<file path="config.mk">
export PLATFORM = sky130hd
export DESIGN_NAME = audio_sample_scheduler
export DESIGN_NICKNAME = d
export VERILOG_FILES = /design/src/rtl/audio_sample_scheduler.sv
export SDC_FILE = /design/constraint.sdc
export NUM_CORES = 1
export LEC_CHECK = 0
export ABC_AREA = 1
export BUFFER_PORTS_ARGS = -buffer_cell sky130_fd_sc_hd__clkbuf_2
export CORE_MARGIN = 5
export CORE_UTILIZATION = 40
export DETAILED_ROUTE_END_ITERATION = 16
export GPL_TIMING_DRIVEN = 0
export MAX_ROUTING_LAYER = met4
export SKIP_LAST_GASP = 1
export SYNTH_ARGS = -nofsm -noshare
export SYNTH_HDL_FRONTEND = slang
export SYNTH_SLANG_ARGS = --single-unit
</file>
<file path="constraint.sdc">
create_clock -name clk_pixel -period 7.8 [get_ports clk_pixel]
set_input_delay 0.39 -clock clk_pixel [delete_from_list [all_inputs] [get_ports clk_pixel]]
set_output_delay 0.39 -clock clk_pixel [all_outputs]
set_load 0.02 [all_outputs]
</file>
<file path="src/rtl/audio_sample_scheduler.sv">
// audio_sample_scheduler: audio clock generator plus sample FIFO feeding the hdmi core at the audio rate
module audio_sample_scheduler #(
   parameter int CLK_HZ      = 74250000,
   parameter int SAMPLE_HZ   = 48000,
   parameter int FIFO_DEPTH  = 16,
   parameter int PRIME_LEVEL = 8
) (
   input  logic                          clk_pixel,
   input  logic                          reset,
   input  logic                          enable,
   input  logic                          mute,
   input  logic                          wr_valid,
   input  logic [15:0]                   wr_left,
   input  logic [15:0]                   wr_right,
   output logic                          wr_ready,
   output logic                          clk_audio,
   output logic [15:0]                   sample_left,
   output logic [15:0]                   sample_right,
   output logic                          sample_strobe,
   output logic [$clog2(FIFO_DEPTH):0]   fifo_level,
   output logic [7:0]                    underflow_count,
   output logic [1:0]                    state
);
   localparam int AW = $clog2(CLK_HZ);
   localparam int PW = $clog2(FIFO_DEPTH);
   localparam int LW = PW + 1;
   localparam logic [31:0] INC = 32'(2 * SAMPLE_HZ);
   localparam logic [31:0] CLK = 32'(CLK_HZ);
   localparam logic [1:0] IDLE = 2'd0, PRIME = 2'd1, RUN = 2'd2;

   logic [AW-1:0] acc;
   logic [31:0]   acc_sum;
   logic          wrap, pop_tick;
   logic [1:0]    state_nxt;
   logic [31:0]   mem [FIFO_DEPTH];
   logic [PW-1:0] rd_ptr, wr_ptr;
   logic          push, pop, underrun, flush;
   logic [15:0]   left_nxt, right_nxt;

   assign acc_sum  = 32'(acc) + INC;
   assign wrap     = acc_sum >= CLK;
   assign pop_tick = wrap && clk_audio;

   // phase accumulator: free-running so clk_audio never stalls
   always_ff @(posedge clk_pixel) begin
      if (reset) begin
         acc       <= '0;
         clk_audio <= 1'b0;
      end else begin
         acc       <= wrap ? AW'(acc_sum - CLK) : AW'(acc_sum);
         clk_audio <= clk_audio ^ wrap;
      end
   end

   // state register
   always_ff @(posedge clk_pixel)
      state <= reset ? IDLE : state_nxt;

   // next state: dropping enable wins over every other transition
   always_comb
      state_nxt = !enable ? IDLE :
                  state == IDLE ? PRIME :
                  (state == PRIME && fifo_level >= LW'(PRIME_LEVEL)) ? RUN :
                  underrun ? PRIME : state;

   // handshake, pop decisions and next sample values
   always_comb begin
      wr_ready  = state != IDLE && fifo_level != LW'(FIFO_DEPTH);
      push      = wr_valid && wr_ready;
      flush     = state == IDLE || !enable;
      pop       = pop_tick && state == RUN && fifo_level != '0;
      underrun  = pop_tick && state == RUN && fifo_level == '0;
      left_nxt  = (state != RUN || mute) ? '0 : pop ? mem[rd_ptr][31:16] : sample_left;
      right_nxt = (state != RUN || mute) ? '0 : pop ? mem[rd_ptr][15:0]  : sample_right;
   end

   // fifo pointers and occupancy; an empty fifo never bypasses a same-cycle push
   always_ff @(posedge clk_pixel) begin
      if (reset || flush) begin
         rd_ptr     <= '0;
         wr_ptr     <= '0;
         fifo_level <= '0;
      end else begin
         if (push) wr_ptr <= wr_ptr + PW'(1);
         if (pop) rd_ptr <= rd_ptr + PW'(1);
         fifo_level <= fifo_level + LW'(push) - LW'(pop);
      end
   end

   // fifo storage, left word in the upper half
   always_ff @(posedge clk_pixel)
      if (push) mem[wr_ptr] <= {wr_left, wr_right};

   // sample outputs change only on the falling edge of clk_audio
   always_ff @(posedge clk_pixel) begin
      if (reset) begin
         sample_left   <= '0;
         sample_right  <= '0;
         sample_strobe <= 1'b0;
      end else begin
         sample_strobe <= pop_tick;
         if (pop_tick) begin
            sample_left  <= left_nxt;
            sample_right <= right_nxt;
         end
      end
   end

   // saturating underrun counter, cleared only by reset
   always_ff @(posedge clk_pixel) begin
      if (reset) underflow_count <= '0;
      else if (underrun && underflow_count != 8'hFF) underflow_count <= underflow_count + 8'd1;
   end
endmodule

</file>
==> results of run 1 <==
## kinds of logic (layout without fill, tap and decap cells)
logic type	count (synthesis)	after routing
flip-flops	596	596
AO/OA/AOI/OAI	571	571
AND/OR/NAND/NOR	413	413
buffers and inverters	318	539
multiplexers	128	128
adder cells (fa/ha/maj)	19	19
XOR/XNOR	2	2
other	0	3
## worst max-delay path by stage
stage | startpoint | to | depth (start not counted)
final | acc[8] | sample_left[14] | 22
after global placement | fifo_level[2] | mem[1][10] | 9
after floorplan | acc[8] | fifo_level[4] | 30
after global routing | acc[9] | sample_left[14] | 22
after CTS | acc[8] | sample_left[14] | 23
after detailed placement | acc[8] | sample_left[14] | 23
## flip-flops by register name, summed over array words and instances, names as in the netlist, named ones only
signal and count:
clk_audio 1, mem 512, wr_ptr 4, sample_strobe 1, acc 23, rd_ptr 4, state 2, sample_right 16
sample_left 16, fifo_level 5, underflow_count 8
## worst max-delay path, stage by stage (launching register included)
cell and delay (ps):
dfxtp_1 320, inv_2 70, ha_1 230, nand2_1 100, nand2_1 100, nand2_2 140
nand3_1 110, nand2_1 90, nand3_1 70, nand2_1 180, nand3_1 130, nor2_1 150
nand2_1 140, nand2_4 130, buf_6 150, ha_1 190, inv_1 60, nor3_1 250
nand2_1 260, nor2_1 710, clkbuf_1 730, nand2_1 300, a21oi_1 220
## power groups by stage
stage / clock network [mW] / registers (mW) / logic (mW)
4_1_cts: 3.04 / 3.49 / 0.219
3_5_place_dp: 0 / 3.55 / 0.218
3_3_place_gp: 0 / 3.55 / 0.211
5_1_grt: 3.18 / 3.49 / 0.248
2_1_floorplan: 0 / 3.55 / 0.129
6_report: 3.00 / 3.49 / 0.219
## stage by stage
step | hold slack [ps] | std cells
final | 62.8 | 3061
after global routing | 60.6 | 3061
after CTS | 35.9 | 3058
after detailed placement | 458 | 2939
after global placement | 455 | 2922
after floorplan | 478 | 2047
## routing by layer
metal / vias to the layer above / GRT usage [%]
li1: 7707 / -
met1: 8368 / 28.0
met2: 687 / 32.8
met3: 135 / 3.97
met4: 0 / 7.22
met5: - / -
## cell usage in the layout, fill, tap and decap left out, types with 14 or more instances in the layout
cell,count
mux2i_1,128
o22ai_1,20
nand3_1,54
buf_2,18
o21ai_0,296
edfxtp_1,512
buf_12,14
inv_1,198
dfxtp_1,84
clkbuf_1,95
nand2_1,200
nor3_1,15
clkbuf_16,69
o211ai_1,34
nor2_4,17
nor2_1,86
clkbuf_2,85
a21oi_1,192
ha_1,18
## area by class of cell
type | instances | area (sq um)
Antenna cell | 3 | 7.51
Buffer | 109 | 484
Clock buffer | 99 | 1920
Clock inverter | 20 | 160
Fill cell | 5491 | 32800
Inverter | 209 | 785
Multi-Input combinational cell | 1133 | 6500
Sequential cell | 596 | 17100
Tap cell | 790 | 988
Timing Repair Buffer | 102 | 768
==> metrics.md, run 1 <==
| Metric | Value |
|---|---|
| Status | completed |
| Initial core utilization | 40.2% |
| Drt wl/cell | 22.7 um |
| HPWL Detailed | 47000 um |
| Worst reg2reg startpoint | acc[8] |
| Cts bufs inserted | 66 |
| Layout area overhead | 16.1% |
| Setup slack, reg-to-reg | 2900 ps |
| Static Leak | 9.68 nW |
| Fin crit period | 4900 ps |
| CORE AREA | 0.0615 sq mm |
| Buffers on Ports | 85 |
| Fmax | 204 MHz |
| RSZ-0062 raised after global routing | false |
| All-layer global routing usage | 21.0% |
| Gpl congestion | 0.846 |
| Normalized max-slew margin | 28.2% |
| Yosys warns | 0 |
| Largest net degree at the start of global routing | 23 |
| Top Layer Used | met4 |
| Hold_buf cts | 0 |
| CTS tree | yes |
| Seq pwr share | 52.0% |
| Setup Total Neg Slack | 0 ps |
| Initial antenna violation count | 4 |
| Slew @ Worst Pin | 1080 ps |
| Hold Path Cell Cnt | 3 |
| Post-synthesis cell type count | 45 |
| Nets | 2273 |
| DR WL met3 | 5620 um |
| VDD IR-drop max | 132 uV |
| Worst r2r path cells | 22 |
| Post-synthesis async set-or-reset flop share | 0% |
| Count of final setup violators | 0 |
| Worst-skew pair later-pin latency | 600 ps |
| Postcts setup bufs | 0 |
| Sw Share | 21.0% |
| DIE WIDTH | 258 um |
| Hold WC Path Type | in2reg |
| Combinational share of power | 3.3% |
| Die height | 258 um |
| CP Launch Type | register |
| Met1 WL | 29100 um |
| H-Tree Depth | 3 |
| Rows | 91 |
| Syn avg cell area | 12.1 sq um |
| Critical Path AT | 5400 ps |
| Root buffer cell | clkbuf_16 |
| Max Cap Viol | 0 |
| Vias in the first global route | 16469 |
| Pwr Total | 6.71 mW |
| DP Area | 0.0266 sq mm |
| Gate count after technology mapping | 2047 |
| Slew Viols, Final | 0 |
| Sink Count | 596 |
| WP data required | 8290 ps |
| # DRC | 0 |
| Final Skew | 32.6 ps |
| PwrDens | 234 mW/mm^2 |
| Worst Slack Setup Final | 2900 ps |
| Post-Route WL | 69600 um |
| Period utilization | 62.8% |
| Vias per cell | 5.52 |
| Worst r2r dst | sample_left[14] |
| Area share of the largest cell type after synthesis | 62.3% |
| Finished layout cell area | 0.0287 sq mm |
| Die area | 0.0668 sq mm |
| Area contributors post-synth | edfxtp_1, dfxtp_1, o21ai_0 |
| Post-synth EDFFs | 512 |
| WHS Endpoint | state[0] |
| First-pass GRT wire length | 103000 um |
| Syn Nets | 2103 |
| Xor/xnor share of the synthesized area | 0.0709% |
| Post-synth top cells | edfxtp_1, o21ai_0, nand2_1, inv_1, a21oi_1 |
| Largest family of logic cells by synthesized area | compound AO/OA/AOI/OAI gates |
| Synthesized area | 0.0247 sq mm |
| Met2 WL | 32600 um |
| #FFs+latches synth | 596 |
| Top Ports | 87 |
| Min-delay src | enable |
| First-pass DRT Iterations | 5 |
| Cell with the most instances after synthesis | edfxtp_1 |
| Vias | 16897 |
| Internal | 5.30 mW |
| Leading area contributor after synthesis | edfxtp_1 |
| Synth Flop Type | edfxtp_1 |
| Clk pwr share | 44.7% |
| Post-synthesis sequential area ratio | 69.1% |
| Worst-path fanout max | 10 |
| Compound-Gate Fraction of Synth Area | 12.4% |
| Pre-CTS WS | 3130 ps |
| DRT antenna net count | 0 |
| Util after Layout | 46.6% |
| Synth Area in Simple Gates | 7.18% |
| Layout cells sized above 1 | 11.9% |
| Mux contribution to synthesized area | 5.19% |
| Critical Path Sink Type | register |
| Clock Path Buffers | 3 |
| Post-CTS Resized | 0 |
| Clk slew on worst S/H paths | 60 ps |
| Adder-cell area share of the yosys netlist | 0.993% |
| First DRT Iteration DRCs | 1740 |
| Gr ovfl total | 0 |
| Switching Power | 1.41 mW |
| Hold Fails Final Rpt | 0 |
| CP Class | reg2reg |
Power figures use the tool's default switching activity.
==> run 2: changes to the inputs <==
--- a/config.mk
+++ b/config.mk
@@ -5,7 +5,7 @@
 export SDC_FILE = /design/constraint.sdc
 export NUM_CORES = 1
 export LEC_CHECK = 0
-export ABC_AREA = 1
+export ABC_AREA = 0
 export BUFFER_PORTS_ARGS = -buffer_cell sky130_fd_sc_hd__clkbuf_2
 export CORE_MARGIN = 5
 export CORE_UTILIZATION = 40
==> constraint.sdc (replaced) <==
create_clock -name clk_pixel -period 4.7 [get_ports clk_pixel]
set_input_delay 0.235 -clock clk_pixel [delete_from_list [all_inputs] [get_ports clk_pixel]]
set_output_delay 0.235 -clock clk_pixel [all_outputs]
set_load 0.02 [all_outputs]
==> metrics.md, run 2 <==
| Metric | Value |
|---|---|
| Status | completed |
| Syn Nets | 1377 |
| All-layer global routing usage | 18.2% |
| Final Skew | 27.1 ps |
| Leading area contributor after synthesis | edfxtp_1 |
| Static Leak | 8.72 nW |
| Period utilization | 92.2% |
| Layout area overhead | 18.0% |
| Slew Viols, Final | 0 |
| Yosys warns | 0 |
| Critical Path Sink Type | register |
| Vias per cell | 5.48 |
| Synthesized area | 0.0237 sq mm |
| First-pass DRT Iterations | 7 |
| Fmax | 231 MHz |
| Top Ports | 87 |
| Pre-CTS WS | -939 ps |
| #FFs+latches synth | 596 |
| PwrDens | 404 mW/mm^2 |
| DRT antenna net count | 0 |
| Worst-path fanout max | 19 |
| CORE AREA | 0.0588 sq mm |
| H-Tree Depth | 2 |
| Root buffer cell | clkbuf_16 |
| # DRC | 0 |
| Clock Path Buffers | 3 |
| Sink Count | 596 |
| Slew @ Worst Pin | 1190 ps |
| Buffers on Ports | 86 |
| Slowest-stage cell, CP | clkbuf_2 |
| Cell with the most instances after synthesis | edfxtp_1 |
| Post-synthesis cell type count | 71 |
| Setup slack, reg-to-reg | 370 ps |
| WHS Endpoint | mem[14][22] |
| Top flop regs | mem: 512 flops, acc: 23 flops |
| Hold Fails Final Rpt | 0 |
| Hold WC Path Type | in2reg |
| Most flops, register | mem |
| First-pass GRT wire length | 84800 um |
| Drt wl/cell | 24.3 um |
| Worst Slack Setup Final | 368 ps |
| Worst r2r dst | sample_left[14] |
| Area contributors post-synth | edfxtp_1, mux4_2, dfxtp_1 |
| Most frequent cells in the layout | edfxtp_1, mux4_2, clkbuf_2 |
| Fin crit period | 4330 ps |
| # fillers | 4920 |
| Area share of the largest cell type after synthesis | 65.0% |
| Critical Path AT | 4880 ps |
| Hold Path Cell Cnt | 1 |
| CP Cell Sequence | inv_1, ha_2, nand2b_4, a211oi_2, or3_4, a2111oi_4, nand4b_1, o32a_4, inv_4, ha_4, nand2_1, nor2_4, nor2b_1, clkbuf_1, clkbuf_2, a22oi_1, nor2_1 |
| WP data required | 5250 ps |
| Clk slew on worst S/H paths | 60 ps |
| Nets | 1570 |
| Worst reg2reg startpoint | acc[9] |
| HPWL Detailed | 37900 um |
| Worst path buffer plus inverter count | 4 |
| Post-Route WL | 56800 um |
| Gr ovfl total | 0 |
| Post-synthesis sequential area ratio | 72.1% |
| Post-synth top cells | edfxtp_1, mux4_2, dfxtp_1, nor2_1, a21oi_1 |
| Vias | 12832 |
| RSZ-0062 raised after global routing | false |
| Crit-path max cell delay | 470 ps |
| Cts bufs inserted | 60 |
| CTS tree | yes |
| Commonest non-fill, non-tap cell in the layout | edfxtp_1 |
| Worst r2r path cells | 17 |
| Util after Layout | 47.5% |
| Rows | 89 |
| Count of final setup violators | 0 |
| Post-synth EDFFs | 512 |
| Setup Total Neg Slack | 0 ps |
| Max reg flops | 512 |
| Syn avg cell area | 17.9 sq um |
| VDD IR-drop max | 337 uV |
| Die area | 0.0641 sq mm |
| CP Class | reg2reg |
| Gate count after technology mapping | 1321 |
| Synth Flop Type | edfxtp_1 |
| Die height | 253 um |
| Layout cells sized above 1 | 25.1% |
| Min-delay src | wr_left[6] |
| Post-synthesis async set-or-reset flop share | 0% |
| Initial antenna violation count | 3 |
| Vias in the first global route | 13299 |
| Pwr Total | 11.3 mW |
| Delay-heaviest family, CP | simple AND/OR/NAND/NOR gates |
| First DRT Iteration DRCs | 1152 |
| DIE WIDTH | 253 um |
| Initial core utilization | 40.3% |
| Normalized max-slew margin | 20.8% |
| Max Cap Viol | 0 |
| Register area | 0.0171 sq mm |
| Worst-skew pair later-pin latency | 620 ps |
| Multi-input gate area | 0.00644 sq mm |
| CP Launch Type | register |
| Largest net degree at the start of global routing | 20 |
| Gpl congestion | 0.789 |
run 2: cell count changes in the layout (fill, tap and decap cells not counted), sizes merged, moves of 39 or more:
cell	before	now
nor2b	0	39
inv	209	21
mux2i	128	36
a21oi	193	56
nand3	55	6
clkbuf	257	217
o21ai	300	19
nand2	210	23
mux4	0	128
run 2: repair_timing:
| action | CTS | global route |
|---|---|---|
| setup endpoints to repair | 40 | 32 |
| hold endpoints to repair | 168 | 0 |
| pin swaps | 1 | 4 |
| hold buffers | 15 | 0 |
| setup buffers | 1 | 4 |
| cloned | 1 | 0 |
| gates resized for setup | 12 | 14 |
run 2: routing by layer:
metal / global-route usage (%) / up-vias / share of wire [%]
met5: - / - / 0
met4: 4.10 / 0 / 1.8
met3: 2.63 / 70 / 5.0
met2: 30.6 / 352 / 51
met1: 23.8 / 6680 / 42
li1: - / 5730 / -
run 2: stage by stage:
stage | hold WS (ps) | area, sq um | instances
floorplan | 334 | 23700 | 1321
global placement | 478 | 25100 | 2180
detailed placement | 483 | 25600 | 2206
CTS | 2.57 | 27800 | 2335
global route | 25.2 | 27900 | 2341
finish | 30.5 | 27900 | 2341
run 2: cell families (layout without fill, tap and decap cells):
family | after synthesis | count (layout) | synth area share [%]
AOI/OAI and AO/OA | 182 | 183 | 5.26
xor gates and xnor gates | 30 | 30 | 1.11
adders and majority gates | 19 | 19 | 1.04
buffers and inverters | 94 | 337 | 1.61
DFF | 596 | 596 | 72.1
muxes | 166 | 166 | 13.8
other | 0 | 3 | 0
and+or+nand+nor | 234 | 234 | 5.12
run 2: where the power goes:
part	switching, mW	total (mW)	internal, mW
sequential	0.0493	5.83	5.78
combinational	0.367	0.591	0.225
clock	2.01	4.87	2.86
total	2.42	11.3	8.86
run 2: final cells by class:
type	instances	share of cell area, %
Buffer	72	1.08
Inverter	20	0.278
Sequential cell	596	61.1
Clock inverter	29	1.33
Timing Repair Buffer	132	3.68
Clock buffer	84	5.96
Antenna cell	3	0.0269
Multi-Input combinational cell	632	23.1
Tap cell	773	3.46
run 2: how the worst max path moves through the flow:
stage                   from               to  slack, ps  cells after the start
6_report              acc[9]  sample_left[14]        370                     17
5_1_grt              acc[11]    fifo_level[4]         80                     20
4_1_cts               acc[8]    fifo_level[4]         40                     22
3_5_place_dp          acc[8]  sample_left[14]       -940                     19
3_3_place_gp   fifo_level[2]        mem[2][0]      -2420                      7
2_1_floorplan  fifo_level[2]        mem[3][0]        110                      7
==> run 3: changes to the inputs <==
--- a/config.mk
+++ b/config.mk
@@ -8,7 +8,7 @@
 export ABC_AREA = 0
 export BUFFER_PORTS_ARGS = -buffer_cell sky130_fd_sc_hd__clkbuf_2
 export CORE_MARGIN = 5
-export CORE_UTILIZATION = 40
+export CORE_UTILIZATION = 34
 export DETAILED_ROUTE_END_ITERATION = 16
 export GPL_TIMING_DRIVEN = 0
 export MAX_ROUTING_LAYER = met4
==> metrics.md, run 3 (synthesis gave the netlist of run 2 again) <==
| Metric | Value |
|---|---|
| Status | completed |
| Most frequent cells in the layout | edfxtp_1, mux4_2, clkbuf_2 |
| CP Class | reg2reg |
| Static Leak | 8.74 nW |
| Max Cap Viol | 0 |
| Normalized max-slew margin | 21.4% |
| Worst-path fanout max | 19 |
| Hold Fails Final Rpt | 0 |
| Crit path from | acc[14] |
| Count of final setup violators | 0 |
| Slew @ Worst Pin | 1180 ps |
| DRT antenna net count | 0 |
| Gpl congestion | 0.783 |
| Min-delay src | wr_left[0] |
| DIE WIDTH | 274 um |
| Top flop regs | mem: 512 flops, acc: 23 flops |
| Top Ports | 87 |
| First-pass GRT wire length | 84900 um |
| Root buffer cell | clkbuf_16 |
| Vias in the first global route | 13143 |
| Clk slew on worst S/H paths | 60 ps |
| Placed cells | 2363 |
| First DRT Iteration DRCs | 1073 |
| First-pass DRT Iterations | 5 |
| Clock Path Buffers | 3 |
| Slew Viols, Final | 0 |
| Drt wl/cell | 22.8 um |
| Die area | 0.0750 sq mm |
| CORE AREA | 0.0688 sq mm |
| Cts bufs inserted | 61 |
| RSZ-0062 raised after global routing | false |
| All-layer global routing usage | 15.5% |
| Gr ovfl total | 0 |
| Buffers on Ports | 86 |
| Fin crit period | 4350 ps |
| HPWL Detailed | 37600 um |
| PwrDens | 396 mW/mm^2 |
| Hold WC Path Type | in2reg |
| Vias per cell | 5.15 |
| CTS tree | yes |
| Commonest non-fill, non-tap cell in the layout | edfxtp_1 |
| Worst reg2reg startpoint | acc[14] |
| Layout cells sized above 1 | 24.9% |
| Most flops, register | mem |
| H-Tree Depth | 2 |
| CP Launch Type | register |
| Critical Path Sink Type | register |
| Final Skew | 31.7 ps |
| Fmax | 230 MHz |
| Period utilization | 92.6% |
| Pwr Total | 11.1 mW |
| Initial antenna violation count | 5 |
| Setup Total Neg Slack | 0 ps |
| Largest net degree at the start of global routing | 24 |
| Initial core utilization | 34.4% |
| WP data required | 5170 ps |
| Nets | 1576 |
| Layout area overhead | 18.8% |
| Sink Count | 596 |
| Die height | 274 um |
| Critical Path AT | 4820 ps |
| Vias | 12894 |
| Final Instance Count excl. Fillers | 2504 |
| Max reg flops | 512 |
| VDD IR-drop max | 300 uV |
| Post-Route WL | 57100 um |
| Rows | 96 |
| # DRC | 0 |
| Worst-skew pair later-pin latency | 640 ps |
## run 3: cell count changes in the layout (fill, tap and decap cells not counted), sizes merged
cell,change
diode,+2
dlygate4sd3,+7
buf,-3
bufinv,-4
clkinv,+5
inv,-1
clkbuf,+4
clkinvlp,-5
## run 3: what timing repair did
| item | 4_1_cts | 5_1_grt |
|---|---|---|
| setup endpoints to repair | 40 | 39 |
| resized for setup | 8 | 16 |
| hold buffers | 22 | 0 |
| pin swaps | 1 | 1 |
| endpoints found under the hold margin | 274 | 0 |
| buffers inserted | 2 | 2 |
| gates cloned | 0 | 1 |
## run 3: where the power goes
group | total (mW) | internal (mW) | switching [mW]
Combinational | 0.595 | 0.224 | 0.371
Clock | 4.72 | 2.71 | 2.01
Sequential | 5.83 | 5.78 | 0.0477
Total | 11.1 | 8.71 | 2.43
## run 3: final cells by class
cell class | count | area (sq um)
Sequential cell | 596 | 17100
Antenna cell | 5 | 12.5
Clock buffer | 87 | 1720
Timing Repair Buffer | 137 | 1090
Buffer | 72 | 300
Fill cell | 6165 | 40700
Inverter | 20 | 80.1
Multi-Input combinational cell | 632 | 6440
Clock inverter | 24 | 254
Tap cell | 931 | 1160
## run 3: per-stage QoR
| stage | utilization (%) | area, sq um | setup slack, ps | hold WS (ps) |
|---|---|---|---|---|
| 3_3_place_gp | 36.7 | 25300 | -2030 | 478 |
| 4_1_cts | 40.7 | 28000 | 51.9 | 2.44 |
| 5_1_grt | 40.8 | 28100 | 7.33 | 24.1 |
| 6_report | 40.8 | 28100 | 350 | 28.2 |
| 2_1_floorplan | - | 23700 | 113 | 334 |
| 3_5_place_dp | 37.5 | 25800 | -980 | 488 |
## run 3: critical path: stages (launching register included)
cell and delay [ps]:
dfxtp_1 360, or3_1 390, buf_4 200, a211oi_4 400
o21ai_2 160, a2111oi_4 310, nand4b_1 180, o32a_4 400
inv_6 160, ha_2 230, nand2_1 90, nor2_4 130
xor2_1 150, ha_1 190, inv_1 50, fa_1 390
inv_1 80, a21oi_1 50, nor2_1 110, or3_1 110
a21oi_1 50
## run 3: metal layers
| layer | vias up | routed length (um) | GRT usage, % |
|---|---|---|---|
| met1 | 6690 | 24100 | 20.5 |
| met3 | 77 | 3500 | 2.39 |
| met2 | 407 | 28400 | 25.6 |
| met4 | 0 | 1110 | 3.84 |
| met5 | - | 0 | - |
| li1 | 5720 | - | - |
## run 3: path summary, 6_finish.rpt
kind	to	slack (ps)	depth (start not counted)
worst max-delay path	fifo_level[4]	350	20
worst min-delay path	mem[11][16]	30	1
worst max register to register	fifo_level[4]	350	20
worst min register to register	sample_left[7]	510	2
